===== src/rtl/dac80004_pkg.sv =====
// Shared constants, frame layout and FSM state encoding for the DAC80004 sequencer.
package dac80004_pkg;

   localparam logic [3:0] CMD_WR_UPD = 4'b0011;
   localparam logic [3:0] CMD_INTREF = 4'b1000;
   localparam logic [3:0] INTREF_ON  = 4'b0001;

   typedef struct packed {
      logic [3:0]  pad;
      logic [3:0]  cmd;
      logic [3:0]  addr;
      logic [15:0] data;
      logic [3:0]  mode;
   } dac_frame_t;

   typedef enum logic [1:0] {
      INIT,
      IDLE,
      ISSUE,
      GAP
   } seq_state_t;

   function automatic dac_frame_t make_frame(input logic [3:0]  cmd,
                                             input logic [3:0]  addr,
                                             input logic [15:0] data,
                                             input logic [3:0]  mode);
      dac_frame_t f;
      f.pad  = 4'h0;
      f.cmd  = cmd;
      f.addr = addr;
      f.data = data;
      f.mode = mode;
      return f;
   endfunction

endpackage


===== src/rtl/dac80004_sequencer_rr_pick.sv =====
// Rotating priority encoder: first set request at or after ptr, wrapping modulo NCH.
module rr_pick #(
   parameter int NCH = 4
) (
   input  logic [NCH-1:0] i_req,
   input  logic [1:0]     i_ptr,
   output logic [1:0]     o_grant,
   output logic           o_any
);

   logic [2:0] w_sum;
   logic [1:0] w_idx;
   logic       w_found;

   // NOTE: every variable written here gets a default first, so no latch can be inferred.
   always_comb begin
      w_sum   = '0;
      w_idx   = '0;
      w_found = 1'b0;
      o_grant = '0;
      for (int i = 0; i < NCH; i++) begin
         w_sum = {1'b0, i_ptr} + 3'(i);
         if (w_sum >= 3'(NCH)) begin
            w_sum = w_sum - 3'(NCH);
         end
         w_idx = w_sum[1:0];
         if (!w_found && i_req[w_idx]) begin
            o_grant = w_idx;
            w_found = 1'b1;
         end
      end
   end

   assign o_any = |i_req;

endmodule


===== src/rtl/dac80004_sequencer.sv =====
// Setpoint store with per-channel dirty bits; issues DAC80004 write-and-update frames
// to the SPI master one at a time, with optional init frame, inter-frame gap and timeout.
module dac80004_sequencer
   import dac80004_pkg::*;
#(
   parameter int NCH          = 4,
   parameter int GAP_CLKS     = 8,
   parameter int TIMEOUT_CLKS = 4096,
   parameter int INIT_INTREF  = 1
) (
   input  logic        clk,
   input  logic        reset_n,
   input  logic        wr_en,
   input  logic [1:0]  wr_ch,
   input  logic [15:0] wr_data,
   input  logic        load_all,
   input  logic        err_clear,
   output logic        tx_valid,
   output logic [31:0] tx_data,
   input  logic        tx_ready,
   input  logic        rx_valid,
   input  logic [31:0] rx_data,
   output logic [31:0] last_rx,
   output logic        busy,
   output logic        err_timeout,
   output logic [15:0] frame_count
);

   localparam int TMO_W = $clog2(TIMEOUT_CLKS + 1);
   localparam int GAP_W = $clog2(GAP_CLKS + 1);

   seq_state_t       r_state, w_state_nxt;
   logic             r_tx_valid, w_tx_valid_nxt;
   dac_frame_t       r_tx_data, w_tx_data_nxt;
   logic [31:0]      r_last_rx, w_last_rx_nxt;
   logic [15:0]      r_frame_cnt, w_frame_cnt_nxt;
   logic [TMO_W-1:0] r_tmo_cnt, w_tmo_cnt_nxt;
   logic [GAP_W-1:0] r_gap_cnt, w_gap_cnt_nxt;
   logic [1:0]       r_ptr, w_ptr_nxt;
   logic [1:0]       r_inflight_ch, w_inflight_ch_nxt;
   logic             r_inflight_init, w_inflight_init_nxt;
   logic [NCH-1:0]   r_dirty, w_dirty_nxt;
   logic             r_err, w_err_nxt;
   logic             r_busy, w_busy_nxt;
   logic [15:0]      r_setpoint [NCH];

   logic [NCH-1:0]   w_pick_clr, w_retry_set, w_wr_set;
   logic             w_timeout;
   logic [1:0]       w_grant;
   logic             w_any;

   // tx_ready is informational only; sequencing relies on the rx_valid handshake.
   logic w_unused;
   assign w_unused = tx_ready;

   rr_pick #(.NCH(NCH)) u_rr_pick (
      .i_req   (r_dirty),
      .i_ptr   (r_ptr),
      .o_grant (w_grant),
      .o_any   (w_any)
   );

   always_comb begin
      w_state_nxt         = r_state;
      w_tx_valid_nxt      = r_tx_valid;
      w_tx_data_nxt       = r_tx_data;
      w_last_rx_nxt       = r_last_rx;
      w_frame_cnt_nxt     = r_frame_cnt;
      w_tmo_cnt_nxt       = r_tmo_cnt;
      w_gap_cnt_nxt       = r_gap_cnt;
      w_ptr_nxt           = r_ptr;
      w_inflight_ch_nxt   = r_inflight_ch;
      w_inflight_init_nxt = r_inflight_init;
      w_pick_clr          = '0;
      w_retry_set         = '0;
      w_timeout           = 1'b0;

      case (r_state)
         INIT: begin
            if (INIT_INTREF != 0) begin
               w_tx_data_nxt       = make_frame(CMD_INTREF, 4'h0, 16'h0000, INTREF_ON);
               w_tx_valid_nxt      = 1'b1;
               w_inflight_init_nxt = 1'b1;
               w_tmo_cnt_nxt       = '0;
               w_state_nxt         = ISSUE;
            end else begin
               w_state_nxt = IDLE;
            end
         end

         IDLE: begin
            if (w_any) begin
               w_tx_data_nxt       = make_frame(CMD_WR_UPD, {2'b00, w_grant},
                                                r_setpoint[w_grant], 4'h0);
               w_pick_clr[w_grant] = 1'b1;
               w_ptr_nxt           = (w_grant == 2'(NCH - 1)) ? 2'd0 : w_grant + 2'd1;
               w_inflight_ch_nxt   = w_grant;
               w_inflight_init_nxt = 1'b0;
               w_tx_valid_nxt      = 1'b1;
               w_tmo_cnt_nxt       = '0;
               w_state_nxt         = ISSUE;
            end
         end

         ISSUE: begin
            if (rx_valid) begin
               w_last_rx_nxt   = rx_data;
               w_frame_cnt_nxt = r_frame_cnt + 16'd1;
               w_tx_valid_nxt  = 1'b0;
               w_gap_cnt_nxt   = '0;
               w_state_nxt     = GAP;
            end else if (r_tmo_cnt == TMO_W'(TIMEOUT_CLKS - 1)) begin
               // An abandoned setpoint frame is retried; the init frame is not.
               w_timeout      = 1'b1;
               w_tx_valid_nxt = 1'b0;
               w_gap_cnt_nxt  = '0;
               w_state_nxt    = GAP;
               if (!r_inflight_init) begin
                  w_retry_set[r_inflight_ch] = 1'b1;
               end
            end else begin
               w_tmo_cnt_nxt = r_tmo_cnt + TMO_W'(1);
            end
         end

         GAP: begin
            if (r_gap_cnt == GAP_W'(GAP_CLKS - 1)) begin
               w_state_nxt = IDLE;
            end else begin
               w_gap_cnt_nxt = r_gap_cnt + GAP_W'(1);
            end
         end

         default: w_state_nxt = IDLE;
      endcase
   end

   always_comb begin
      w_wr_set = '0;
      for (int i = 0; i < NCH; i++) begin
         if (wr_en && (wr_ch == 2'(i))) begin
            w_wr_set[i] = 1'b1;
         end
      end
   end

   // Clear is applied first so a coincident write, retry or load_all keeps the bit set.
   assign w_dirty_nxt = (r_dirty & ~w_pick_clr) | w_retry_set | w_wr_set
                      | (load_all ? {NCH{1'b1}} : {NCH{1'b0}});
   assign w_err_nxt   = (r_err & ~err_clear) | w_timeout;
   assign w_busy_nxt  = (w_state_nxt != IDLE) || (|w_dirty_nxt);

   // NOTE: sequential state uses non-blocking assignments so every register samples pre-edge values.
   always_ff @(posedge clk or negedge reset_n) begin
      if (!reset_n) begin
         r_state         <= INIT;
         r_tx_valid      <= 1'b0;
         r_tx_data       <= '0;
         r_last_rx       <= '0;
         r_frame_cnt     <= '0;
         r_tmo_cnt       <= '0;
         r_gap_cnt       <= '0;
         r_ptr           <= '0;
         r_inflight_ch   <= '0;
         r_inflight_init <= 1'b0;
         r_dirty         <= '0;
         r_err           <= 1'b0;
         r_busy          <= 1'b0;
      end else begin
         r_state         <= w_state_nxt;
         r_tx_valid      <= w_tx_valid_nxt;
         r_tx_data       <= w_tx_data_nxt;
         r_last_rx       <= w_last_rx_nxt;
         r_frame_cnt     <= w_frame_cnt_nxt;
         r_tmo_cnt       <= w_tmo_cnt_nxt;
         r_gap_cnt       <= w_gap_cnt_nxt;
         r_ptr           <= w_ptr_nxt;
         r_inflight_ch   <= w_inflight_ch_nxt;
         r_inflight_init <= w_inflight_init_nxt;
         r_dirty         <= w_dirty_nxt;
         r_err           <= w_err_nxt;
         r_busy          <= w_busy_nxt;
      end
   end

   // NOTE: the setpoint store is reset because its contents are visible in frames after reset.
   always_ff @(posedge clk or negedge reset_n) begin
      if (!reset_n) begin
         for (int i = 0; i < NCH; i++) begin
            r_setpoint[i] <= '0;
         end
      end else begin
         for (int i = 0; i < NCH; i++) begin
            if (w_wr_set[i]) begin
               r_setpoint[i] <= wr_data;
            end
         end
      end
   end

   assign tx_valid    = r_tx_valid;
   assign tx_data     = r_tx_data;
   assign last_rx     = r_last_rx;
   assign busy        = r_busy;
   assign err_timeout = r_err;
   assign frame_count = r_frame_cnt;

endmodule

===== config.mk =====
export PLATFORM = sky130hd
export DESIGN_NAME = dac80004_sequencer
export DESIGN_NICKNAME = d
export VERILOG_FILES = /design/src/rtl/dac80004_pkg.sv /design/src/rtl/dac80004_sequencer_rr_pick.sv /design/src/rtl/dac80004_sequencer.sv
export SDC_FILE = /design/constraint.sdc
export NUM_CORES = 1
export LEC_CHECK = 0
export CAP_MARGIN = 0
export CORE_UTILIZATION = 58
export CTS_BUF_LIST = sky130_fd_sc_hd__clkbuf_8
export CTS_CLUSTER_DIAMETER = 200
export DETAILED_ROUTE_END_ITERATION = 6
export PLACE_DENSITY = 0.88
export SETUP_SLACK_MARGIN = 0.2
export SYNTH_ARGS = -nofsm -noshare
export SYNTH_HDL_FRONTEND = slang
export SYNTH_SLANG_ARGS = --single-unit

===== constraint.sdc =====
create_clock -name clk -period 4.9 [get_ports clk]
set_input_delay 0.735 -clock clk [delete_from_list [all_inputs] [get_ports clk]]
set_output_delay 0.735 -clock clk [all_outputs]
set_load 0.01 [all_outputs]

# [After elaboration in Yosys (flattened, before gate mapping)]
# Cells that the tools add are included.
[word_totals] regBits=175 inputBits=57 out_inout_bits=83
[op_classes] addsub=11 n_lt_le_gt_ge=13 eq_ne=15 n_mux=62 bitwise_logic=9 n_reduce_logical=26
[ops] operator="32-bit one-hot mux with 2 select lines" n=1
[ops] operator="4-bit 2-to-1 mux" n=10
[ops] operator="13-bit 2-to-1 mux" n=3
[ops] operator="13-bit one-hot mux with 3 select lines" n=1
[ops] operator="16-bit binary-select mux with 2-bit select" n=1
[ops] operator="16-bit 2-to-1 mux" n=2
[ops] operator="32-bit 2-to-1 mux" n=1
[ops] operator="2-bit 2-to-1 mux" n=13
[ops] operator="1-bit 2-to-1 mux" n=20
[ops] operator="2-bit by 3-bit < comparator with 1-bit output (second input constant)" n=6
[ops] operator="16-bit by 1-bit adder with 16-bit output (second input constant)" n=1
[ops] operator="13-bit by 1-bit adder with 13-bit output (second input constant)" n=1
[ops] operator="13-bit by 12-bit equality test with 1-bit output (second input constant)" n=1
[ops] operator="3-bit >= comparator (second input constant)" n=4
[ops] operator="4-bit bitwise OR" n=3
[ops] operator="2-bit equality test (second input constant)" n=5
[ops] operator="1-bit logical AND" n=9
[ops] operator="1-bit binary-select mux with 2-bit select" n=4
[ops] operator="2-bit one-hot mux with 4 select lines" n=1
[ops] operator="4-bit one-hot mux with 2 select lines" n=1
[ops] operator="4-bit OR reduction" n=2
[ops] operator="2-bit by 1-bit subtractor with 2-bit output (second input constant)" n=4
[ops] operator="2-bit by 2-bit adder with 3-bit output (second input constant)" n=2
[ops] operator="2-bit inequality test (second input constant)" n=3
[ops] operator="other kinds (26)" n=37

# [Longest topological paths before layout]
[depth] word_depth=27 mapped_depth=11

# [By module]
# A second synthesis with hierarchy kept.
[unflattened] cells_unflattened=523 area_unflattened_um2=7128.1
[modules_own_cells] module="dac80004_sequencer" n_inst=1 cells_each=508 area_each_um2=7050.5 seq_area_each_um2=4053.9
[modules_own_cells] module="rr_pick" n_inst=1 cells_each=15 area_each_um2=77.6 seq_area_each_um2=0.0

# [Least setup slack after synthesis]
# OpenSTA, ideal clock, no wires.
[synth_timing] kind="reg2reg" startpoint="register r_dirty[1]" endpoint="register r_busy, in the netlist busy" setup_ps=143 t_arrival_ps=2058 setup_slack_ps=2699 path_stages_with_launch=12 path_buffers=1 synth_period_minus_slack_ps=2201 path_cell_list="dfrtp_1 > nor2b_1 > a21boi_0 > o32ai_2 > inv_2 > buf_2 > ha_1 > nand3b_1 > nand2_1 > nand3b_1 > nor4b_1 > nand4_1"
[synth_between] elab_chain_len=25
[synth_rtl] element="start, declared" line="dac80004_sequencer.sv:42" rtl="logic [NCH-1:0] r_dirty, w_dirty_nxt;"
[synth_rtl] element="start signal, assigned" line="dac80004_sequencer.sv:180" rtl="r_dirty <= w_dirty_nxt;"
[synth_rtl] element="1-bit binary-select mux with 2-bit select" line="dac80004_sequencer_rr_pick.sv:27" rtl="if (!w_found && i_req[w_idx]) begin"
[synth_rtl] element="1-bit 2-to-1 mux (not written as such)" line="dac80004_sequencer_rr_pick.sv:27"
[synth_rtl] element="1-bit 2-to-1 mux" line="dac80004_sequencer_rr_pick.sv:27"
[synth_rtl] element="1-bit zero test" line="dac80004_sequencer_rr_pick.sv:27"
[synth_rtl] element="1-bit logical AND" line="dac80004_sequencer_rr_pick.sv:27"
[synth_rtl] element="1-bit 2-to-1 mux" line="dac80004_sequencer_rr_pick.sv:27"
[synth_rtl] element="1-bit zero test" line="dac80004_sequencer_rr_pick.sv:27"
[synth_rtl] element="1-bit logical AND" line="dac80004_sequencer_rr_pick.sv:27"
[synth_rtl] element="(+9 left out)"
[synth_rtl] element="4-bit 2-to-1 mux" line="dac80004_sequencer.sv:78" rtl="case (r_state)"
[synth_rtl] element="4-bit inverter" line="dac80004_sequencer.sv:148" rtl="assign w_dirty_nxt = (r_dirty & ~w_pick_clr) | w_retry_set | w_wr_set"
[synth_rtl] element="4-bit bitwise AND" line="dac80004_sequencer.sv:148"
[synth_rtl] element="4-bit bitwise OR (2 in a row)" line="dac80004_sequencer.sv:148"
[synth_rtl] element="4-bit bitwise OR" line="dac80004_sequencer.sv:149" rtl="| (load_all ? {NCH{1'b1}} : {NCH{1'b0}});"
[synth_rtl] element="4-bit OR reduction" line="dac80004_sequencer.sv:151" rtl="assign w_busy_nxt = (w_state_nxt != IDLE) || (|w_dirty_nxt);"
[synth_rtl] element="1-bit logical OR (*)" line="dac80004_sequencer.sv:151"
[synth_rtl] element="net w_busy_nxt" line="dac80004_sequencer.sv:44" rtl="logic r_busy, w_busy_nxt;"
[synth_rtl] element="end signal, assigned" line="dac80004_sequencer.sv:182" rtl="r_busy <= w_busy_nxt;"
[synth_rtl] element="end, declared" line="dac80004_sequencer.sv:44"
# The timed path passes the listed nets; every way through them passes the cells marked *. The select of a mux whose other input is x is not followed.
# A chain may end at the register's enable or synchronous reset.

# [Worst setup path in the final report]
# Same ends and word-level chain as after synthesis.

==> qor.yml <==
floorplan:
  core-area_um2: 12000
  pin_count: 140
  die-area_um2: 12700
  rows: 40
  initial_core_util_pct: 59.2
  die_h_um: 113
  die_x_um: 113
grt:
  grt_pass1_wl_mm: 26.8
  overflow: 0
  grt_max_degree: 59
  grt_pass1_vias: 5408
  grt_use_total_pct: 27.4
  antenna_found_initial: 0
run_status:
  status: "finished, final reports clean"
pwr:
  power_leakage_nw: 3.98
  total_power_mw: 4.47
  power_density_nw_per_um2: 504
  power_frac_clock_pct: 23.5
  internal_power_mw: 3.00
  combPwrFrac_pct: 32.6
  switching_power_mw: 1.47
  seqPwrFrac_pct: 44.0
  peakVddDrop_v: 0.000312
  switching_share_pct: 32.8
clock_tree:
  clk_latency_ns: 0.46
  cts_hold_buf: 0
  ctsResizeCount: 0
  cts.sinks: 162
  clk_pin_slew_ns: 0.09
  cts_tree: "built"
  numCtsBuffers: 17
  htree_levels: 4
  post_cts_buffers: 0
  clockBufferDepth: 2
  cts-root-buf: "clkbuf_8"
critical_path:
  slowest_delay_ns: 0.75
  path_cells: "nor2b_1 > a21boi_0 > o32ai_2 > inv_2 > ha_1 > nand3b_1 > nand2_1 > nand3b_1 > nor4b_1 > nand4_1"
  crit_type: "flop to flop"
  cpMaxStageDelayCell: "inv_2"
  cp_data_arrival_time_ns: 3.26
  cp-end-kind: "flop"
  cp-start-kind: "flop"
  worstPathMaxFanout: 37
  required_ns: 5.23
  path_common_cell: "nand3b_1"
job:
  max_cap_violations: 0
timing:
  setup_violations: 0
  fin_skew_ns: 0.0127
  slew_violations: 0
  max_freq_mhz: 341
  relSlewSlack_pct: 23.4
  finalCritPeriodShare_pct: 59.9
  final.min_clock_period_ns: 2.93
  finalHoldViolations: 0
  tns_ns: 0
  rsz0062_at_grt: "no"
  max_slew.worst_pin.slew_ns: 1.15
route:
  num_vias: 5296
  drt_iter0_drc: 348
  vias_per_cell: 5.73
  drc: 0
  wl_per_cell_um: 17.8
  wl_mm: 16.4
  ant_nets: 0
  firstDrtPassIters: 5
layout:
  postLayoutCellArea_um2: 8860
  layout_commonest_cell: "nand2_1"
  post-route-util_pct: 74.1
  syn2layout_area_growth_pct: 25.1
  fin_cells: 925
  fill_cells: 746
  drive_above_1_share_pct: 13.2
  diodes: 0
  nets: 826
  layout_common_cells: "nand2_1, dfrtp_1, clkdlybuf4s50_1"
placement:
  io_buffers: 128
  place.detailed.hpwl_mm: 10.8
  placed_cell_area_um2: 8430
  dp.cells: 893
  gp_congestion: 0.800
synth:
  synthCells: 643
  synth-seq-area-share_pct: 57.2
  syn_area_um2: 7080
  yosysUniqueCellTypes: 52
  ys_ff_latch: 162
  ys_async_sr_fraction_pct: 100
  synth_edf_count: 0
  ys_warn_count: 0
  yosys_most_used_dff: "dfrtp_1"
  postSynthAreaPerCell_um2: 11.0
worst_hold_path:
  hold_class: "input port to asynchronous set/reset pin"
==> cells by family after synthesis <==
logic type	after synthesis	share of synthesized area (%)
flops	162	57.2
simple gates	268	17.2
other cells	1	0.0529
compound gates	49	5.40
mux	85	12.9
fa+ha+maj	4	0.706
buf+inv	50	3.51
xor+xnor	24	2.97
==> power groups by stage <==
stage | sequential (mW) | combinational, mW | clock (mW)
2_1_floorplan | 2.00 | 0.731 | 0
3_3_place_gp | 1.95 | 1.39 | 0
3_5_place_dp | 1.98 | 1.45 | 0
4_1_cts | 1.96 | 1.47 | 1.06
5_1_grt | 2.01 | 1.58 | 1.11
6_report | 1.96 | 1.46 | 1.05
==> Yosys cell counts, drive strengths merged (2+ instances only) <==
| cell type | number | area share [%] |
|---|---|---|
| nor3 | 7 | 0.49 |
| nor3b | 3 | 0.55 |
| or3b | 2 | 0.25 |
| and3b | 2 | 0.25 |
| buf | 25 | 2.2 |
| nor2b | 4 | 0.35 |
| nand4b | 3 | 0.37 |
| nor2 | 21 | 1.1 |
| or4 | 2 | 0.21 |
| dfrtp | 162 | 57 |
| or3 | 3 | 0.26 |
| nand2 | 181 | 9.6 |
| and4 | 3 | 0.37 |
| o221ai | 16 | 2.0 |
| ha | 4 | 0.71 |
| mux2 | 52 | 8.3 |
| mux2i | 33 | 4.7 |
| xor2 | 3 | 0.37 |
| a22o | 4 | 0.49 |
| or2 | 2 | 0.18 |
| nand3 | 12 | 0.85 |
| o41ai | 3 | 0.58 |
| a31oi | 2 | 0.18 |
| nor4b | 3 | 0.37 |
| inv | 8 | 0.42 |
| xnor2 | 21 | 2.6 |
| clkbuf | 17 | 0.90 |
| nand4 | 8 | 0.71 |
| nand3b | 5 | 0.53 |
| o21ai | 12 | 0.85 |
| nor4 | 4 | 0.44 |
| and3 | 2 | 0.18 |
| a21oi | 4 | 0.28 |
==> critical path: cells and delay by family, from the launching register on <==
kind / cells / cell delay (ns)
buffers and inverters: 1 / 0.75
and+or+nand+nor: 6 / 0.86
AOI/OAI and AO/OA: 2 / 0.42
DFF: 1 / 0.45
adders and majority gates: 1 / 0.30
==> cell type report <==
type,instances,area [um2],area share (%)
inverters,8,30.0,0.339
multi-input cells,440,2820,31.8
well taps,147,184,2.08
clock inverters,13,173,1.95
repair buffers,136,1340,15.2
clock buffers,19,262,2.95
flip-flops and latches,162,4050,45.8
==> per-stage QoR <==
step | worst slack [ns] | hold slack, ns
2_1_floorplan | 2.70 | 0.439
3_3_place_gp | 2.03 | 0.455
3_5_place_dp | 1.99 | 0.465
4_1_cts | 1.97 | 0.236
5_1_grt | 1.74 | 0.252
6_report | 1.97 | 0.227
==> routing by layer <==
layer,global-route usage (%),routed length [um]
met2,47.0,8710
met1,33.3,6550
met3,6.32,783
met4,12.3,401
met5,0,0
==> flip-flops by register name, summed over array words and instances, names as in the netlist <==
name           count
r_setpoint        64
last_rx           32
tx_data           20
frame_count       16
r_tmo_cnt         13
r_dirty            4
r_gap_cnt          4
r_inflight_ch      2
r_ptr              2
r_state            2
busy               1
err_timeout        1
tx_valid           1
==> path summary, 6_finish.rpt <==
check                           depth (start not counted)        endpoint  slack (ns)      startpoint
worst max-delay path                                   10            busy        1.97      r_dirty[1]
worst min register to register                          2  r_setpoint[24]        0.48  r_setpoint[24]
max in group asynchronous                               2        r_ptr[0]        3.58         reset_n
worst min-delay path                                    1      last_rx[7]        0.23         reset_n
worst max register to register                         10            busy        1.97      r_dirty[1]
min in group clk                                        2  r_setpoint[24]        0.48  r_setpoint[24]
(Power assumes the default switching activity.)
